`src/rtl/mu0_pkg.sv`:
```
// mu0_pkg: shared definitions for the MU0 control unit.
//   - opcode constants for IR[15:12]
//   - ALU mode encodings driven on alu_m
//   - control FSM state enumeration
//   - the decoded EXEC control word passed from mu0_decode to mu0_control
package mu0_pkg;

  localparam logic [3:0] OP_LDA = 4'd0;
  localparam logic [3:0] OP_STA = 4'd1;
  localparam logic [3:0] OP_ADD = 4'd2;
  localparam logic [3:0] OP_SUB = 4'd3;
  localparam logic [3:0] OP_JMP = 4'd4;
  localparam logic [3:0] OP_JGE = 4'd5;
  localparam logic [3:0] OP_JNE = 4'd6;
  localparam logic [3:0] OP_STP = 4'd7;

  localparam logic [1:0] ALU_PASSY = 2'b00;
  localparam logic [1:0] ALU_ADD   = 2'b01;
  localparam logic [1:0] ALU_INC   = 2'b10;
  localparam logic [1:0] ALU_SUB   = 2'b11;

  typedef enum logic [1:0] {
    ST_IDLE  = 2'd0,
    ST_FETCH = 2'd1,
    ST_EXEC  = 2'd2,
    ST_HALT  = 2'd3
  } state_t;

  // Control word for the EXEC cycle. acc_ld is the intent to load ACC;
  // the top qualifies it with mem_ack.
  typedef struct packed {
    logic       mem_op;
    logic       mem_wr;
    logic       x_sel;
    logic       y_sel;
    logic [1:0] alu_m;
    logic       pc_en;
    logic       acc_ld;
    logic       stop;
  } ctrl_t;

endpackage

```
`src/rtl/mu0_decode.sv`:
```
// mu0_decode: combinational opcode-to-control-word decode for the EXEC cycle.
// Ports:
//   opcode_i  IR[15:12]
//   acc_n_i   ACC negative flag (JGE condition)
//   acc_z_i   ACC zero flag (JNE condition)
//   ctrl_o    decoded control word
module mu0_decode
  import mu0_pkg::*;
(
  input  logic [3:0] opcode_i,
  input  logic       acc_n_i,
  input  logic       acc_z_i,
  output ctrl_t      ctrl_o
);

  always_comb begin
    ctrl_o = '0;
    case (opcode_i)
      OP_LDA: begin
        ctrl_o.mem_op = 1'b1;
        ctrl_o.alu_m  = ALU_PASSY;
        ctrl_o.acc_ld = 1'b1;
      end
      OP_STA: begin
        ctrl_o.mem_op = 1'b1;
        ctrl_o.mem_wr = 1'b1;
      end
      OP_ADD: begin
        ctrl_o.mem_op = 1'b1;
        ctrl_o.alu_m  = ALU_ADD;
        ctrl_o.acc_ld = 1'b1;
      end
      OP_SUB: begin
        ctrl_o.mem_op = 1'b1;
        ctrl_o.alu_m  = ALU_SUB;
        ctrl_o.acc_ld = 1'b1;
      end
      OP_JMP: begin
        ctrl_o.y_sel = 1'b1;
        ctrl_o.pc_en = 1'b1;
      end
      OP_JGE: begin
        ctrl_o.y_sel = 1'b1;
        ctrl_o.pc_en = ~acc_n_i;
      end
      OP_JNE: begin
        ctrl_o.y_sel = 1'b1;
        ctrl_o.pc_en = ~acc_z_i;
      end
      OP_STP: ctrl_o.stop = 1'b1;
      default: ctrl_o = '0;  // 8-15 behave as NOP
    endcase
  end

endmodule

```
`src/rtl/mu0_control.sv`:
```
// mu0_control: fetch/execute sequencer for the MU0 datapath.
// Ports:
//   clk, reset          clock; synchronous active-high reset
//   run                 while low, no new fetch starts
//   opcode, acc_n, acc_z  IR opcode and ACC flags from the datapath
//   mem_ack             memory completes the current access this cycle
//   mem_req, mem_wr     memory access request / write qualifier
//   addr_sel, x_sel, y_sel, alu_m   datapath mux selects and ALU mode
//   pc_en, ir_en, acc_en            register load enables
//   halted              STP has executed
//   inst_count          retired instruction count (wraps)
//   dbg_state_o         current FSM state for observation
// Memory handshake: a request is held with all control outputs stable
// until the cycle mem_ack=1; that cycle completes the access, and any
// enable tied to the access fires only in that cycle. mem_ack is ignored
// whenever no access is requested.
module mu0_control
  import mu0_pkg::*;
#(
  parameter int CNT_W = 16
) (
  input  logic             clk,
  input  logic             reset,
  input  logic             run,
  input  logic [3:0]       opcode,
  input  logic             acc_n,
  input  logic             acc_z,
  input  logic             mem_ack,
  output logic             mem_req,
  output logic             mem_wr,
  output logic             addr_sel,
  output logic             x_sel,
  output logic             y_sel,
  output logic [1:0]       alu_m,
  output logic             pc_en,
  output logic             ir_en,
  output logic             acc_en,
  output logic             halted,
  output logic [CNT_W-1:0] inst_count,
  output state_t           dbg_state_o
);

  state_t           state_q, state_d;
  logic [CNT_W-1:0] cnt_q, cnt_d;
  ctrl_t            dec;
  logic             exec_done;

  mu0_decode u_decode (
    .opcode_i (opcode),
    .acc_n_i  (acc_n),
    .acc_z_i  (acc_z),
    .ctrl_o   (dec)
  );

  // Outputs are a function of the registered state plus the cycle's
  // mem_ack/flags, so enables land in the exact cycle the data is valid.
  always_comb begin
    state_d   = state_q;
    cnt_d     = cnt_q;
    mem_req   = 1'b0;
    mem_wr    = 1'b0;
    addr_sel  = 1'b0;
    x_sel     = 1'b0;
    y_sel     = 1'b0;
    alu_m     = ALU_PASSY;
    pc_en     = 1'b0;
    ir_en     = 1'b0;
    acc_en    = 1'b0;
    halted    = 1'b0;
    exec_done = 1'b0;
    case (state_q)
      ST_IDLE: begin
        if (run) state_d = ST_FETCH;
      end
      ST_FETCH: begin
        mem_req = 1'b1;
        x_sel   = 1'b1;
        alu_m   = ALU_INC;
        pc_en   = mem_ack;
        ir_en   = mem_ack;
        if (mem_ack) state_d = ST_EXEC;
      end
      ST_EXEC: begin
        mem_req   = dec.mem_op;
        mem_wr    = dec.mem_wr;
        addr_sel  = dec.mem_op;
        x_sel     = dec.x_sel;
        y_sel     = dec.y_sel;
        alu_m     = dec.alu_m;
        pc_en     = dec.pc_en;
        acc_en    = dec.acc_ld & mem_ack;
        // Non-memory instructions finish in their single EXEC cycle.
        exec_done = ~dec.mem_op | mem_ack;
        if (exec_done) begin
          cnt_d = cnt_q + CNT_W'(1);
          if (dec.stop)  state_d = ST_HALT;
          else if (run)  state_d = ST_FETCH;
          else           state_d = ST_IDLE;
        end
      end
      ST_HALT: halted = 1'b1;
      default: state_d = ST_IDLE;
    endcase
  end

  always_ff @(posedge clk) begin
    if (reset) begin
      state_q <= ST_IDLE;
      cnt_q   <= '0;
    end else begin
      state_q <= state_d;
      cnt_q   <= cnt_d;
    end
  end

  assign inst_count  = cnt_q;
  assign dbg_state_o = state_q;

endmodule
```
`config.mk`:
```
export PLATFORM = sky130hd
export DESIGN_NAME = mu0_control
export DESIGN_NICKNAME = d
export VERILOG_FILES = /design/src/rtl/mu0_pkg.sv /design/src/rtl/mu0_decode.sv /design/src/rtl/mu0_control.sv
export SDC_FILE = /design/constraint.sdc
export NUM_CORES = 1
export LEC_CHECK = 0
export ABC_AREA = 1
export CAP_MARGIN = 20
export CORE_MARGIN = 8
export CORE_UTILIZATION = 36
export DETAILED_ROUTE_END_ITERATION = 16
export PLACE_DENSITY_LB_ADDON = 0.12
export SYNTH_ARGS = -nofsm -noshare
export SYNTH_HDL_FRONTEND = slang
export SYNTH_SLANG_ARGS = --single-unit
export TNS_END_PERCENT = 50
```
`constraint.sdc`:
```
create_clock -name clk -period 1.6 [get_ports clk]
set_input_delay 0.16 -clock clk [delete_from_list [all_inputs] [get_ports clk]]
set_output_delay 0.16 -clock clk [all_outputs]
set_load 0.01 [all_outputs]
```
# Word level (Yosys, flattened, before mapping)
# Cells that the tools add are included.
# Widths: inputs -> output; s select.
op_classes:
  reduce_logical: 8
  eq_ne: 13
  n_addsub: 1
  mux: 23
  bitwise: 5
op_table:
  columns: ["cell", "count"]
  rows:
  - ["$add 16x1->16 const B", 1]
  - ["$eq 4x3->1 const B", 4]
  - ["$mux 1", 13]
  - ["$eq 4x2->1 const B", 2]
  - ["$mux 2", 4]
  - ["$pmux 2 s2", 2]
  - ["$ne 2x2->1 const B", 3]
  - ["$pmux 2 s3", 1]
  - ["$reduce_or 3->1", 2]
  - ["$eq 2x2->1 const B", 2]
  - ["$eq 4x1->1 const B", 1]
  - ["$logic_not 4->1", 1]
  - ["$pmux 1 s2", 2]
  - ["$reduce_and 4->1", 1]
  - ["$reduce_or 4->1", 1]
  - ["$not 1->1", 3]
  - ["$pmux 1 s3", 1]
  - ["$reduce_bool 3->1", 1]
  - ["$eq 2x1->1 const B", 1]
  - ["$logic_not 2->1", 1]
  - ["$reduce_and 2->1", 1]
  - ["$and 1x1->1", 1]
  - ["$or 1x1->1", 1]
word_totals:
  register_bits: 18

# Logic depth before layout (Yosys ltp)
depth:
  depth_word: 7
  mapped_depth: 9

# Cells and area by module
# From an unflattened synthesis, not the netlist that was laid out.
hier_totals:
  cells_unflattened: 205
  area_unflattened_um2: 1236.2
modules_own_cells:
  columns: ["mod", "cells_each", "seq_area_each_um2", "n_inst", "area_per_inst_um2"]
  rows:
  - ["mu0_control", 183, 360.3, 1, 1141.1]
  - ["mu0_decode", 22, 0.0, 1, 95.1]

# Worst setup path after synthesis
# OpenSTA, ideal clock, no wires.
synth_timing:
  path_type: "register to output"
  from: "register state_q[1], in the netlist dbg_state_o[1]"
  to: "output pc_en"
  slack_ns: 0.010
  path_stages_with_launch: 6
  t_arrival_ns: 1.430
  path_buffers: 0
  required_time_ns: 1.440
  path_cell_list: "dfxtp_1 > ha_1 > inv_1 > nor3_2 > o21ai_0 > a21oi_1"
synth_between:
  elab_chain_cells: 2
  elab_cells_between_ends: 3
  cone_classes: "eq/ne (2); mux (1)"
synth_rtl:
  columns: ["element", "line", "rtl"]
  rows:
  - ["from (decl)", "mu0_control.sv:43", "state_t state_q, state_d;"]
  - ["from (signal assigned)", "mu0_control.sv:111", "state_q <= state_d;"]
  - ["$eq 2x2->1 or $eq 2x1->1 (tied branches)", "mu0_control.sv:71", "case (state_q)"]
  - ["$pmux 1 s2 *", "mu0_control.sv:71", null]
  - ["to (decl)", "mu0_control.sv:35", "output logic pc_en,"]
# Every way passes the cells marked *; elsewhere a longest branch is shown, timed or not.

# Final worst setup path
layout_timing:
  from: "register state_q[0], in the netlist dbg_state_o[0]"
  to: "output pc_en"
# Same word-level chain as after synthesis.

==> results.sh <==
export IMPL_core_um2=3080
export IMPL_rows=20
export IMPL_synth_largest_area_cell="dfxtp_1"
export IMPL_io_buffers=38
export IMPL_cp_arrival_ns=1.42
export IMPL_start_util_pct=38.0
export IMPL_criticalPathCategory="reg2out"
export IMPL_wire_per_inst_um=10.4
export IMPL_rsz0062_at_grt="yes"
export IMPL_cts_sinks=18
export IMPL_layout_nets=259
export IMPL_vdd_drop_max_v=0.000592
export IMPL_slew_headroom_pct=77.7
export IMPL_grt_max_degree=11
export IMPL_p_per_area_nw_per_um2=986
export IMPL_max_freq_mhz=634
export IMPL_drt_first_pass_iters=4
export IMPL_grt_overflow=0
export IMPL_slew_viol_final=0
export IMPL_start_kind="flip-flop"
export IMPL_hold_viol_final=0
export IMPL_yosysUniqueCellTypes=22
export IMPL_wl_mm=2.98
export IMPL_worstMarginPinSlew_ns=0.333
export IMPL_grt_pass1_vias=1195
export IMPL_syn2layout_area_growth_pct=50.2
export IMPL_grt_pass1_wl_mm=5.12
export IMPL_clockRootBuffer="clkbuf_4"
export IMPL_cts_path_max_buffers=2
export IMPL_drc=0
export IMPL_vias_per_cell=4.41
export IMPL_final_cell_mix="nand2_1 (47), inv_1 (31), nor2_1 (31)"
export IMPL_maxCapViolations=0
export IMPL_syn_inst=185
export IMPL_path_max_fanout=4
export IMPL_synth_seq_cells=18
export IMPL_gp_congestion=0.812
export IMPL_vias=1262
export IMPL_fp_dieH_um=73.0
export IMPL_hpwl_mm=2.52
export IMPL_outcome="complete, no violations"
export IMPL_fp_dieW_um=73.0
export IMPL_avgSynthCellArea_um2=6.32
export IMPL_synthTopCellsByArea="dfxtp_1 (31%), nand2_1 (15%), inv_1 (11%), nor2_1 (10%), ha_1 (6.4%)"
export IMPL_clock_latency_ns=0.29
export IMPL_period_needed_ns=1.58
export IMPL_leakage_nw=0.791
export IMPL_antenna_found_initial=0
export IMPL_tritoncts="yes"
export IMPL_drive_gt1_share_pct=20.2
export IMPL_power_mw=1.73
export IMPL_path_clk_slew_ns=0.11
export IMPL_clock_skew_ns=0.0120
export IMPL_netlist_area_leader_share_pct=30.8
export IMPL_layout_commonest_cell="nand2_1"
export IMPL_cts_made_buffers=3
export IMPL_hp_class="in2reg"
export IMPL_syn_area_um2=1170
export IMPL_setup_tns_ns=0
export IMPL_grt_usage_pct=11.8
export IMPL_yosysSeqAreaShare_pct=30.8
export IMPL_yosysWarnings=0
export IMPL_end_kind="output pin"
export IMPL_antenna_left=0
export IMPL_drt_iter0_markers=49
export IMPL_min_period_over_period_pct=98.6
export IMPL_die_area_um2=5330
export IMPL_antenna_cells=0
export IMPL_fillers=314
export IMPL_synth_nets=201
export IMPL_cp_required_ns=1.44
export IMPL_io_pins=39
export IMPL_h_tree_depth=1
export IMPL_setup_viol=0
## kinds of logic (layout without fill, tap and decap cells)
group	after synthesis	count (layout)	synth area share (%)
AOI/OAI and AO/OA	20	20	8.99
and+or+nand+nor	102	102	40.0
DFF	18	18	30.8
buffers and inverters	37	94	12.2
adders and majority gates	6	6	6.42
xor gates and xnor gates	2	2	1.50
## cell usage after synthesis
| cell type | count |
|---|---|
| inv_2 | 2 |
| nand4_1 | 4 |
| nand2_4 | 1 |
| nand2_2 | 2 |
| xnor2_1 | 2 |
| a21oi_1 | 8 |
| o21ai_0 | 9 |
| nor2_1 | 31 |
| ha_1 | 6 |
| nor2_4 | 4 |
| nor3_1 | 4 |
| o21ai_1 | 1 |
| inv_1 | 34 |
| nor2_2 | 1 |
| nand3_2 | 1 |
| buf_4 | 1 |
| nand2_1 | 47 |
| nor3_2 | 2 |
| nand3_1 | 5 |
| o21a_1 | 1 |
| o211ai_1 | 1 |
| dfxtp_1 | 18 |
## through the flow
step | hold WS [ns] | setup WS, ns | utilization [%] | instances | cell area (um2)
after global routing | 0.465 | -0.0823 | 57.0 | 286 | 1760
final | 0.451 | 0.0220 | 57.0 | 286 | 1760
after CTS | 0.441 | -0.141 | 56.6 | 285 | 1740
after detailed placement | 0.499 | -0.273 | 55.5 | 281 | 1710
after floorplan | 0.232 | 0.00975 | - | 185 | 1170
after global placement | 0.486 | -0.241 | 55.5 | 281 | 1710
## sequential cells by signal, indices dropped and copies added (netlist names)
name         count
inst_count      16
dbg_state_o      2
## worst max-delay path, stage by stage, from the launching register on
cell	delay (ns)
dfxtp_2	0.34
inv_4	0.08
ha_4	0.16
inv_2	0.04
nor3_2	0.15
o21ai_1	0.08
a21oi_1	0.13
buf_2	0.14
## repair_timing
action                     CTS  global route
gates resized for setup     34            11
hold buffers                 0             0
pin swaps                    1             4
setup buffers                0             1
setup endpoints to repair   11             7
## final cells by class
class | count | area (um2) | share of cell area [%]
multi-input combinational | 130 | 697 | 39.7
timing repair buffer | 54 | 464 | 26.4
sequential | 18 | 365 | 20.8
inverter | 36 | 138 | 7.84
tap | 44 | 55.1 | 3.14
clock buffer | 4 | 36.3 | 2.07
## where the power goes
part	internal (mW)	switching [mW]	total, mW
clock network	0.139	0.143	0.282
logic	0.451	0.455	0.906
registers	0.500	0.0440	0.543
total	1.09	0.643	1.73
## final timing paths
| path | start | cells after the start | slack, ns | to |
|---|---|---|---|---|
| worst min-delay path | reset | 2 | 0.45 | inst_count[7]$_SDFFE_PP0P_ |
| worst max register to register | dbg_state_o[0]$_SDFFE_PP0P_ | 9 | 0.14 | dbg_state_o[1]$_SDFFE_PP0P_ |
| worst min register to register | inst_count[6]$_SDFFE_PP0P_ | 2 | 0.52 | inst_count[6]$_SDFFE_PP0P_ |
| worst max-delay path | dbg_state_o[0]$_SDFFE_PP0P_ | 7 | 0.02 | pc_en |
## routing by layer
metal / part of all wire (%) / track usage [%] / up-vias
li1: - / - / 683
met1: 45 / 13.1 / 560
met2: 50 / 21.2 / 17
met3: 4.9 / 2.75 / 2
met4: 0.50 / 4.00 / 0
met5: 0 / 0 / -
Note: power is estimated with default switching activity, not from simulation.
